==> src/rtl/rv_pkg.sv <==
// rtl/rv_pkg.sv - shared encodings for the multi-cycle RV32I control path
package rv_pkg;

  localparam logic [6:0] OPC_OP     = 7'b0110011;
  localparam logic [6:0] OPC_OP_IMM = 7'b0010011;
  localparam logic [6:0] OPC_LOAD   = 7'b0000011;
  localparam logic [6:0] OPC_STORE  = 7'b0100011;
  localparam logic [6:0] OPC_BRANCH = 7'b1100011;
  localparam logic [6:0] OPC_JAL    = 7'b1101111;
  localparam logic [6:0] OPC_JALR   = 7'b1100111;
  localparam logic [6:0] OPC_LUI    = 7'b0110111;
  localparam logic [6:0] OPC_AUIPC  = 7'b0010111;

  typedef enum logic [2:0] {
    ST_FETCH,
    ST_DECODE,
    ST_EXEC,
    ST_MEM,
    ST_WB,
    ST_TRAP
  } state_t;

  typedef enum logic [2:0] {
    CL_ALU,
    CL_LOAD,
    CL_STORE,
    CL_BRANCH,
    CL_JAL,
    CL_JALR
  } iclass_t;

  localparam logic [1:0] PC_PLUS4  = 2'd0;
  localparam logic [1:0] PC_BRANCH = 2'd1;
  localparam logic [1:0] PC_JALR   = 2'd2;
  localparam logic [1:0] PC_JAL    = 2'd3;

  localparam logic [1:0] WB_ALU  = 2'd0;
  localparam logic [1:0] WB_LOAD = 2'd1;
  localparam logic [1:0] WB_PC4  = 2'd2;
  localparam logic [1:0] WB_IMM  = 2'd3;

  localparam logic [1:0] CAUSE_NONE    = 2'd0;
  localparam logic [1:0] CAUSE_ILLEGAL = 2'd1;
  localparam logic [1:0] CAUSE_TIMEOUT = 2'd2;

  localparam logic [3:0] ALU_ADD = 4'b0000;
  localparam logic [3:0] ALU_SUB = 4'b1000;

endpackage

==> src/rtl/rv_decode.sv <==
// rtl/rv_decode.sv - combinational IR field decode into instruction class and datapath selects
module rv_decode
  import rv_pkg::*;
(
  input  logic [6:0] opcode,
  input  logic [2:0] funct3,
  input  logic [6:0] funct7,
  output iclass_t    iclass,
  output logic [3:0] alu_sel,
  output logic       rs2_imm_sel,
  output logic [1:0] wb_sel,
  output logic       illegal
);

  logic bit30;
  assign bit30 = funct7[5];

  always_comb begin
    iclass      = CL_ALU;
    alu_sel     = ALU_ADD;
    rs2_imm_sel = 1'b1;
    wb_sel      = WB_ALU;
    illegal     = 1'b0;
    case (opcode)
      OPC_OP: begin
        rs2_imm_sel = 1'b0;
        alu_sel     = {funct3, bit30};
        // only ADD/SUB and SRL/SRA have an alternate funct7 encoding
        illegal = !((funct7 == 7'h00) ||
                    ((funct7 == 7'h20) && ((funct3 == 3'b000) || (funct3 == 3'b101))));
      end
      OPC_OP_IMM: begin
        if (funct3 == 3'b001) begin
          alu_sel = {funct3, 1'b0};
          illegal = (funct7 != 7'h00);
        end else if (funct3 == 3'b101) begin
          alu_sel = {funct3, bit30};
          illegal = !((funct7 == 7'h00) || (funct7 == 7'h20));
        end else begin
          alu_sel = {funct3, 1'b0};
        end
      end
      OPC_LOAD: begin
        iclass  = CL_LOAD;
        wb_sel  = WB_LOAD;
        illegal = (funct3 == 3'b011) || (funct3 == 3'b110) || (funct3 == 3'b111);
      end
      OPC_STORE: begin
        iclass  = CL_STORE;
        illegal = funct3[2] || (funct3 == 3'b011);
      end
      OPC_BRANCH: begin
        iclass      = CL_BRANCH;
        rs2_imm_sel = 1'b0;
        alu_sel     = ALU_SUB;
        illegal     = (funct3 == 3'b010) || (funct3 == 3'b011);
      end
      OPC_JAL: begin
        iclass = CL_JAL;
        wb_sel = WB_PC4;
      end
      OPC_JALR: begin
        iclass  = CL_JALR;
        wb_sel  = WB_PC4;
        illegal = (funct3 != 3'b000);
      end
      OPC_LUI:   wb_sel = WB_IMM;
      OPC_AUIPC: wb_sel = WB_ALU;
      default:   illegal = 1'b1;
    endcase
  end

endmodule

==> src/rtl/rv_multicycle_ctrl.sv <==
// rtl/rv_multicycle_ctrl.sv - multi-cycle FETCH/DECODE/EXEC/MEM/WB control FSM with
// memory handshake, timeout and illegal-instruction traps, and retired-instruction counter
module rv_multicycle_ctrl
  import rv_pkg::*;
#(
  parameter int MEM_TIMEOUT = 16,
  parameter int CNT_W       = 32
) (
  input  logic             clk,
  input  logic             rst,
  input  logic [31:0]      instr_in,
  input  logic             mem_ready,
  input  logic             branch_taken,
  output logic             mem_req,
  output logic             mem_we,
  output logic             mem_addr_sel,
  output logic [1:0]       mem_size,
  output logic             mem_unsigned,
  output logic             ir_wenb,
  output logic             pc_wenb,
  output logic [1:0]       pc_sel,
  output logic             rf_wenb,
  output logic [1:0]       wb_sel,
  output logic [3:0]       alu_sel,
  output logic             rs2_imm_sel,
  output logic [CNT_W-1:0] instret,
  output logic             trap,
  output logic [1:0]       trap_cause
);

  localparam int WAIT_W = (MEM_TIMEOUT < 2) ? 1 : $clog2(MEM_TIMEOUT);
  localparam logic [WAIT_W-1:0] WAIT_LAST = WAIT_W'(MEM_TIMEOUT - 1);

  state_t            state, state_next;
  logic [31:0]       ir;
  logic [WAIT_W-1:0] wait_cnt;
  logic [1:0]        cause_next;
  logic              retire;
  logic              mem_phase;
  logic              timeout;

  iclass_t    iclass;
  logic [3:0] dec_alu_sel;
  logic       dec_rs2_imm_sel;
  logic [1:0] dec_wb_sel;
  logic       dec_illegal;

  // rs1/rs2/immediate fields belong to the datapath, not to control
  logic unused_ir_bits;
  assign unused_ir_bits = ^ir[24:15];

  rv_decode u_decode (
    .opcode      (ir[6:0]),
    .funct3      (ir[14:12]),
    .funct7      (ir[31:25]),
    .iclass      (iclass),
    .alu_sel     (dec_alu_sel),
    .rs2_imm_sel (dec_rs2_imm_sel),
    .wb_sel      (dec_wb_sel),
    .illegal     (dec_illegal)
  );

  assign mem_phase = (state == ST_FETCH) || (state == ST_MEM);
  // a response in the last allowed cycle still wins over the trap
  assign timeout   = mem_phase && !mem_ready && (wait_cnt == WAIT_LAST);

  always_ff @(posedge clk or posedge rst) begin
    if (rst) begin
      state      <= ST_FETCH;
      ir         <= 32'h0;
      wait_cnt   <= '0;
      instret    <= '0;
      trap_cause <= CAUSE_NONE;
    end else begin
      state      <= state_next;
      trap_cause <= cause_next;
      if (ir_wenb) ir <= instr_in;
      if (retire) instret <= instret + CNT_W'(1);
      if ((state_next != state) || mem_ready) wait_cnt <= '0;
      else if (mem_phase) wait_cnt <= wait_cnt + WAIT_W'(1);
    end
  end

  always_comb begin
    state_next   = state;
    cause_next   = trap_cause;
    retire       = 1'b0;
    mem_req      = 1'b0;
    mem_we       = 1'b0;
    mem_addr_sel = 1'b0;
    mem_size     = 2'd0;
    mem_unsigned = 1'b0;
    ir_wenb      = 1'b0;
    pc_wenb      = 1'b0;
    pc_sel       = PC_PLUS4;
    rf_wenb      = 1'b0;
    wb_sel       = WB_ALU;
    alu_sel      = ALU_ADD;
    rs2_imm_sel  = 1'b0;
    trap         = 1'b0;
    if (!rst) begin
      if ((state == ST_EXEC) || (state == ST_MEM) || (state == ST_WB)) begin
        alu_sel     = dec_alu_sel;
        rs2_imm_sel = dec_rs2_imm_sel;
        wb_sel      = dec_wb_sel;
      end
      case (state)
        ST_FETCH: begin
          mem_req  = 1'b1;
          mem_size = 2'd2;
          if (mem_ready) begin
            ir_wenb    = 1'b1;
            state_next = ST_DECODE;
          end else if (timeout) begin
            state_next = ST_TRAP;
            cause_next = CAUSE_TIMEOUT;
          end
        end
        ST_DECODE: begin
          if (dec_illegal) begin
            state_next = ST_TRAP;
            cause_next = CAUSE_ILLEGAL;
          end else begin
            state_next = ST_EXEC;
          end
        end
        ST_EXEC: begin
          case (iclass)
            CL_LOAD, CL_STORE: state_next = ST_MEM;
            CL_BRANCH: begin
              pc_wenb    = 1'b1;
              pc_sel     = branch_taken ? PC_BRANCH : PC_PLUS4;
              retire     = 1'b1;
              state_next = ST_FETCH;
            end
            default: state_next = ST_WB;
          endcase
        end
        ST_MEM: begin
          mem_req      = 1'b1;
          mem_addr_sel = 1'b1;
          mem_we       = (iclass == CL_STORE);
          mem_size     = ir[13:12];
          mem_unsigned = ir[14] && (iclass == CL_LOAD);
          if (mem_ready) begin
            if (iclass == CL_STORE) begin
              pc_wenb    = 1'b1;
              retire     = 1'b1;
              state_next = ST_FETCH;
            end else begin
              state_next = ST_WB;
            end
          end else if (timeout) begin
            state_next = ST_TRAP;
            cause_next = CAUSE_TIMEOUT;
          end
        end
        ST_WB: begin
          rf_wenb = (ir[11:7] != 5'd0);
          pc_wenb = 1'b1;
          if (iclass == CL_JAL) pc_sel = PC_JAL;
          else if (iclass == CL_JALR) pc_sel = PC_JALR;
          retire     = 1'b1;
          state_next = ST_FETCH;
        end
        ST_TRAP: trap = 1'b1;
        default: state_next = ST_FETCH;
      endcase
    end
  end

endmodule

==> config.mk <==
export PLATFORM = sky130hd
export DESIGN_NAME = rv_multicycle_ctrl
export DESIGN_NICKNAME = d
export VERILOG_FILES = /design/src/rtl/rv_pkg.sv /design/src/rtl/rv_decode.sv /design/src/rtl/rv_multicycle_ctrl.sv
export SDC_FILE = /design/constraint.sdc
export NUM_CORES = 1
export LEC_CHECK = 0
export CAP_MARGIN = 20
export CELL_PAD_IN_SITES_DETAIL_PLACEMENT = 1
export CELL_PAD_IN_SITES_GLOBAL_PLACEMENT = 1
export CORE_ASPECT_RATIO = 1.2
export CORE_UTILIZATION = 47
export DETAILED_ROUTE_END_ITERATION = 8
export DONT_BUFFER_PORTS = 1
export GPL_TIMING_DRIVEN = 0
export MAX_ROUTING_LAYER = met4
export PLACE_DENSITY_LB_ADDON = 0.1
export SETUP_SLACK_MARGIN = 0.02
export SKIP_CTS_REPAIR_TIMING = 1
export SYNTH_ARGS = -nofsm -noshare
export SYNTH_HDL_FRONTEND = slang
export SYNTH_SLANG_ARGS = --single-unit
==> constraint.sdc <==
create_clock -name clk -period 13.3 [get_ports clk]
set_clock_uncertainty 0.2 [all_clocks]
set_input_delay 2.66 -clock clk [delete_from_list [all_inputs] [get_ports clk]]
set_output_delay 2.66 -clock clk [all_outputs]
set_load 0.1 [all_outputs]
==> metrics.cfg <==
[synthesis]
yosys.area_share.simple_pct = 24.92
synth.most_common_cell = dfrtp_1
synthDistinctLibCells = 57
synth_edf_count = 0
synth_largest_area_cell = dfrtp_1
postSynthCellCount = 335
ys_async_sr_fraction_pct = 100.0
synthAdderAreaFrac_pct = 0.7151
yosys.area.top_type_share_pct = 45.05
synth_compound_area_share_pct = 8.867
synth_xor_area_share_pct = 8.759
ys_ff_latch = 63
syn-cell-area_um2 = 3500
synthesis.nets = 373
synth_common_cells = dfrtp_1 (63), mux2_2 (22), nand3_1 (19), nor2_1 (19)
synth-main-ff-cell = dfrtp_1
yosysWarnings = 0
synth_top_family_by_area = simple AND/OR/NAND/NOR gates
synth.avg_cell_area_um2 = 10.45
yosysSeqAreaShare_pct = 45.05
synth_mux_area_share_pct = 7.937
synth_area_leaders = dfrtp_1 (45%), mux2_2 (7.1%), xor2_1 (4.5%)

[routing]
ant_nets = 0
routed-wl-met2_mm = 4.732
wire_per_inst_um = 20.24
via_count = 2769
wl_met1_mm = 3.752
wl_mm = 9.129
drt_drc_violations_left = 0
drtPass1Iterations = 4
drtIter0Drc = 95
highest_layer = met4
via_per_inst = 6.140
wl_met3_um = 478

[critical_path]
cp_cell_sequence = buf_6 > inv_4 > nand2_1 > clkbuf_1 > nor2_2 > buf_16 > buf_1 > and4b_1
regToRegSetupSlack_ps = 10230
crit_required_ps = 10440
cp_slowest_cell = and4b_1
arrival_ps = 5320
r2r-start = instret[6]$_DFFE_PP0P_
start_kind = input port
critPathMaxStageDelay_ps = 860
crit_type = input port to primary output
rr_endpoint = instret[24]$_DFFE_PP0P_
cp_max_fo = 69
rr_worst_depth = 6
cp-end-kind = primary output

[run]
maxCapViolations = 0

[pwr]
pwr-share-clk_pct = 25.0
pwr-share-seq_pct = 43.7
swShare_pct = 44.96
power_frac_comb_pct = 31.3
p_switching_uw = 352.6
p_per_area_nw_per_um2 = 191.3
ir_drop_uv = 136.7
p_leak_uw = 0.001653
p_int_uw = 431.6

[finish]
fin_util_pct = 56.70
fill_cells = 794
layoutNonFillerInstCount = 451
layout-drive-gt1-share_pct = 22.99
area_delta_synth_final_pct = 17.16
nets = 394
design_area_um2 = 4100
antenna_cells = 0

[clocking]
cts_sinks = 63
cts.reportedPaths.clkPinSlew_ps = 70
cts_root_buf = clkbuf_8
cts.path.max_buffers = 2
worstSkewPairLatency_ps = 350
htree_levels = 3
numCtsBuffers = 9
cts_tree = yes

[worst_hold_path]
hold_path.class = register to register
hold_path_end = ir[11]$_DFFE_PP0P_
whs_path_depth = 1
hp-start = ir[11]$_DFFE_PP0P_

[floorplan]
die_height_um = 96.53
placementRows = 34
pin_count = 89
dieWidth_um = 80.77
core_um2 = 7232
die_area_um2 = 7796
initial_core_util_pct = 48.39

[grt]
grt_usage_pct = 25.93
grt_pass1_wl_mm = 14.57
antenna_found_initial = 0
first_global_vias = 2875
grt_max_degree = 70
overflow = 0

[place]
placedCellCount = 435
gp_congestion = 0.8038
place_area_um2 = 3870
portBuffers = 0
dp_hpwl_mm = 6.495

[sta]
min_period_ps = 8182
finalSetupTns_ps = 0
tightest_slew_ps = 1184
hold_viol = 0
rsz0062_at_grt = false
finalMaxSlewViolations = 0
slew-limit-headroom_pct = 21.13
fmax_ghz = 0.1222
final.period_utilization_pct = 61.52
setup_viol = 0

[outcome]
status = complete, no violations

worst max path at each step:
stage | startpoint | endpoint | slack [ps] | depth (start not counted)
after CTS | rst | mem_unsigned | 5080 | 8
after global placement | rst | wb_sel[0] | 300 | 5
final | rst | mem_unsigned | 5120 | 8
after global routing | rst | mem_unsigned | 4890 | 8
after floorplan | rst | wb_sel[0] | 1210 | 5
after detailed placement | rst | mem_unsigned | 5080 | 8
power groups by stage:
| stage | combinational (uW) | sequential (uW) | clock (uW) |
|---|---|---|---|
| floorplan | 190 | 332 | 0 |
| global placement | 225 | 343 | 0 |
| detailed placement | 244 | 346 | 0 |
| CTS | 246 | 342 | 200 |
| global route | 266 | 350 | 208 |
| finish | 245 | 343 | 196 |
kinds of logic after synthesis:
family | after synthesis
AND/OR/NAND/NOR | 143
flip-flops | 63
AO/OA/AOI/OAI | 39
XOR/XNOR | 35
buffers and inverters | 28
multiplexers | 25
adder cells (fa/ha/maj) | 2
area by class of cell:
class	count	area (um^2)	area share [%]
Clock inverter	6	92.59	2.258
Sequential cell	63	1577	38.45
Timing Repair Buffer	10	188.9	4.608
Inverter	9	36.28	0.8850
Tap cell	90	112.6	2.746
Clock buffer	10	137.6	3.357
Multi-Input combinational cell	244	1858	45.32
Buffer	19	97.59	2.380
state kept, by name (all words and copies together) (netlist names):
name and count:
state 3, ir 22, wait_cnt 4, trap_cause 2
instret 32
metal layers:
layer,vias up,track usage (%)
met4,0,9.077
met3,16,6.854
met5,-,-
met2,75,43.86
met1,1410,29.68
li1,1268,-
cells in the final DEF, fill, tap and decap left out, types with 4 or more instances in the layout:
| master | instances |
|---|---|
| buf_8 | 5 |
| clkbuf_8 | 10 |
| xor2_1 | 18 |
| dfrtp_1 | 63 |
| and3_1 | 9 |
| mux2_2 | 22 |
| nor4_1 | 4 |
| inv_1 | 7 |
| nand2_1 | 18 |
| clkbuf_1 | 13 |
| or3_1 | 4 |
| nor3b_1 | 4 |
| nor3_1 | 10 |
| nor3_2 | 12 |
| xnor2_1 | 17 |
| nand3_1 | 19 |
| nor2_1 | 16 |
| nor2b_1 | 5 |
| buf_16 | 4 |
| nand4_1 | 16 |
| a21oi_1 | 5 |
critical path: cells and delay by family:
family                 cells  cell delay, ps
and+or+nand+nor            3            1260
buffers and inverters      5            1350
per-stage QoR:
step / power (uW) / setup WS, ps / hold slack (ps)
final: 784.2 / 5118 / 306.1
after global routing: 824.0 / 4890 / 321.0
after CTS: 787.6 / 5083 / 304.3
after detailed placement: 590.5 / 5081 / 286.6
after global placement: 568.3 / 301.1 / 284.3
after floorplan: 522.0 / 1213 / 270.1
Note: power is estimated with default switching activity, not from simulation.
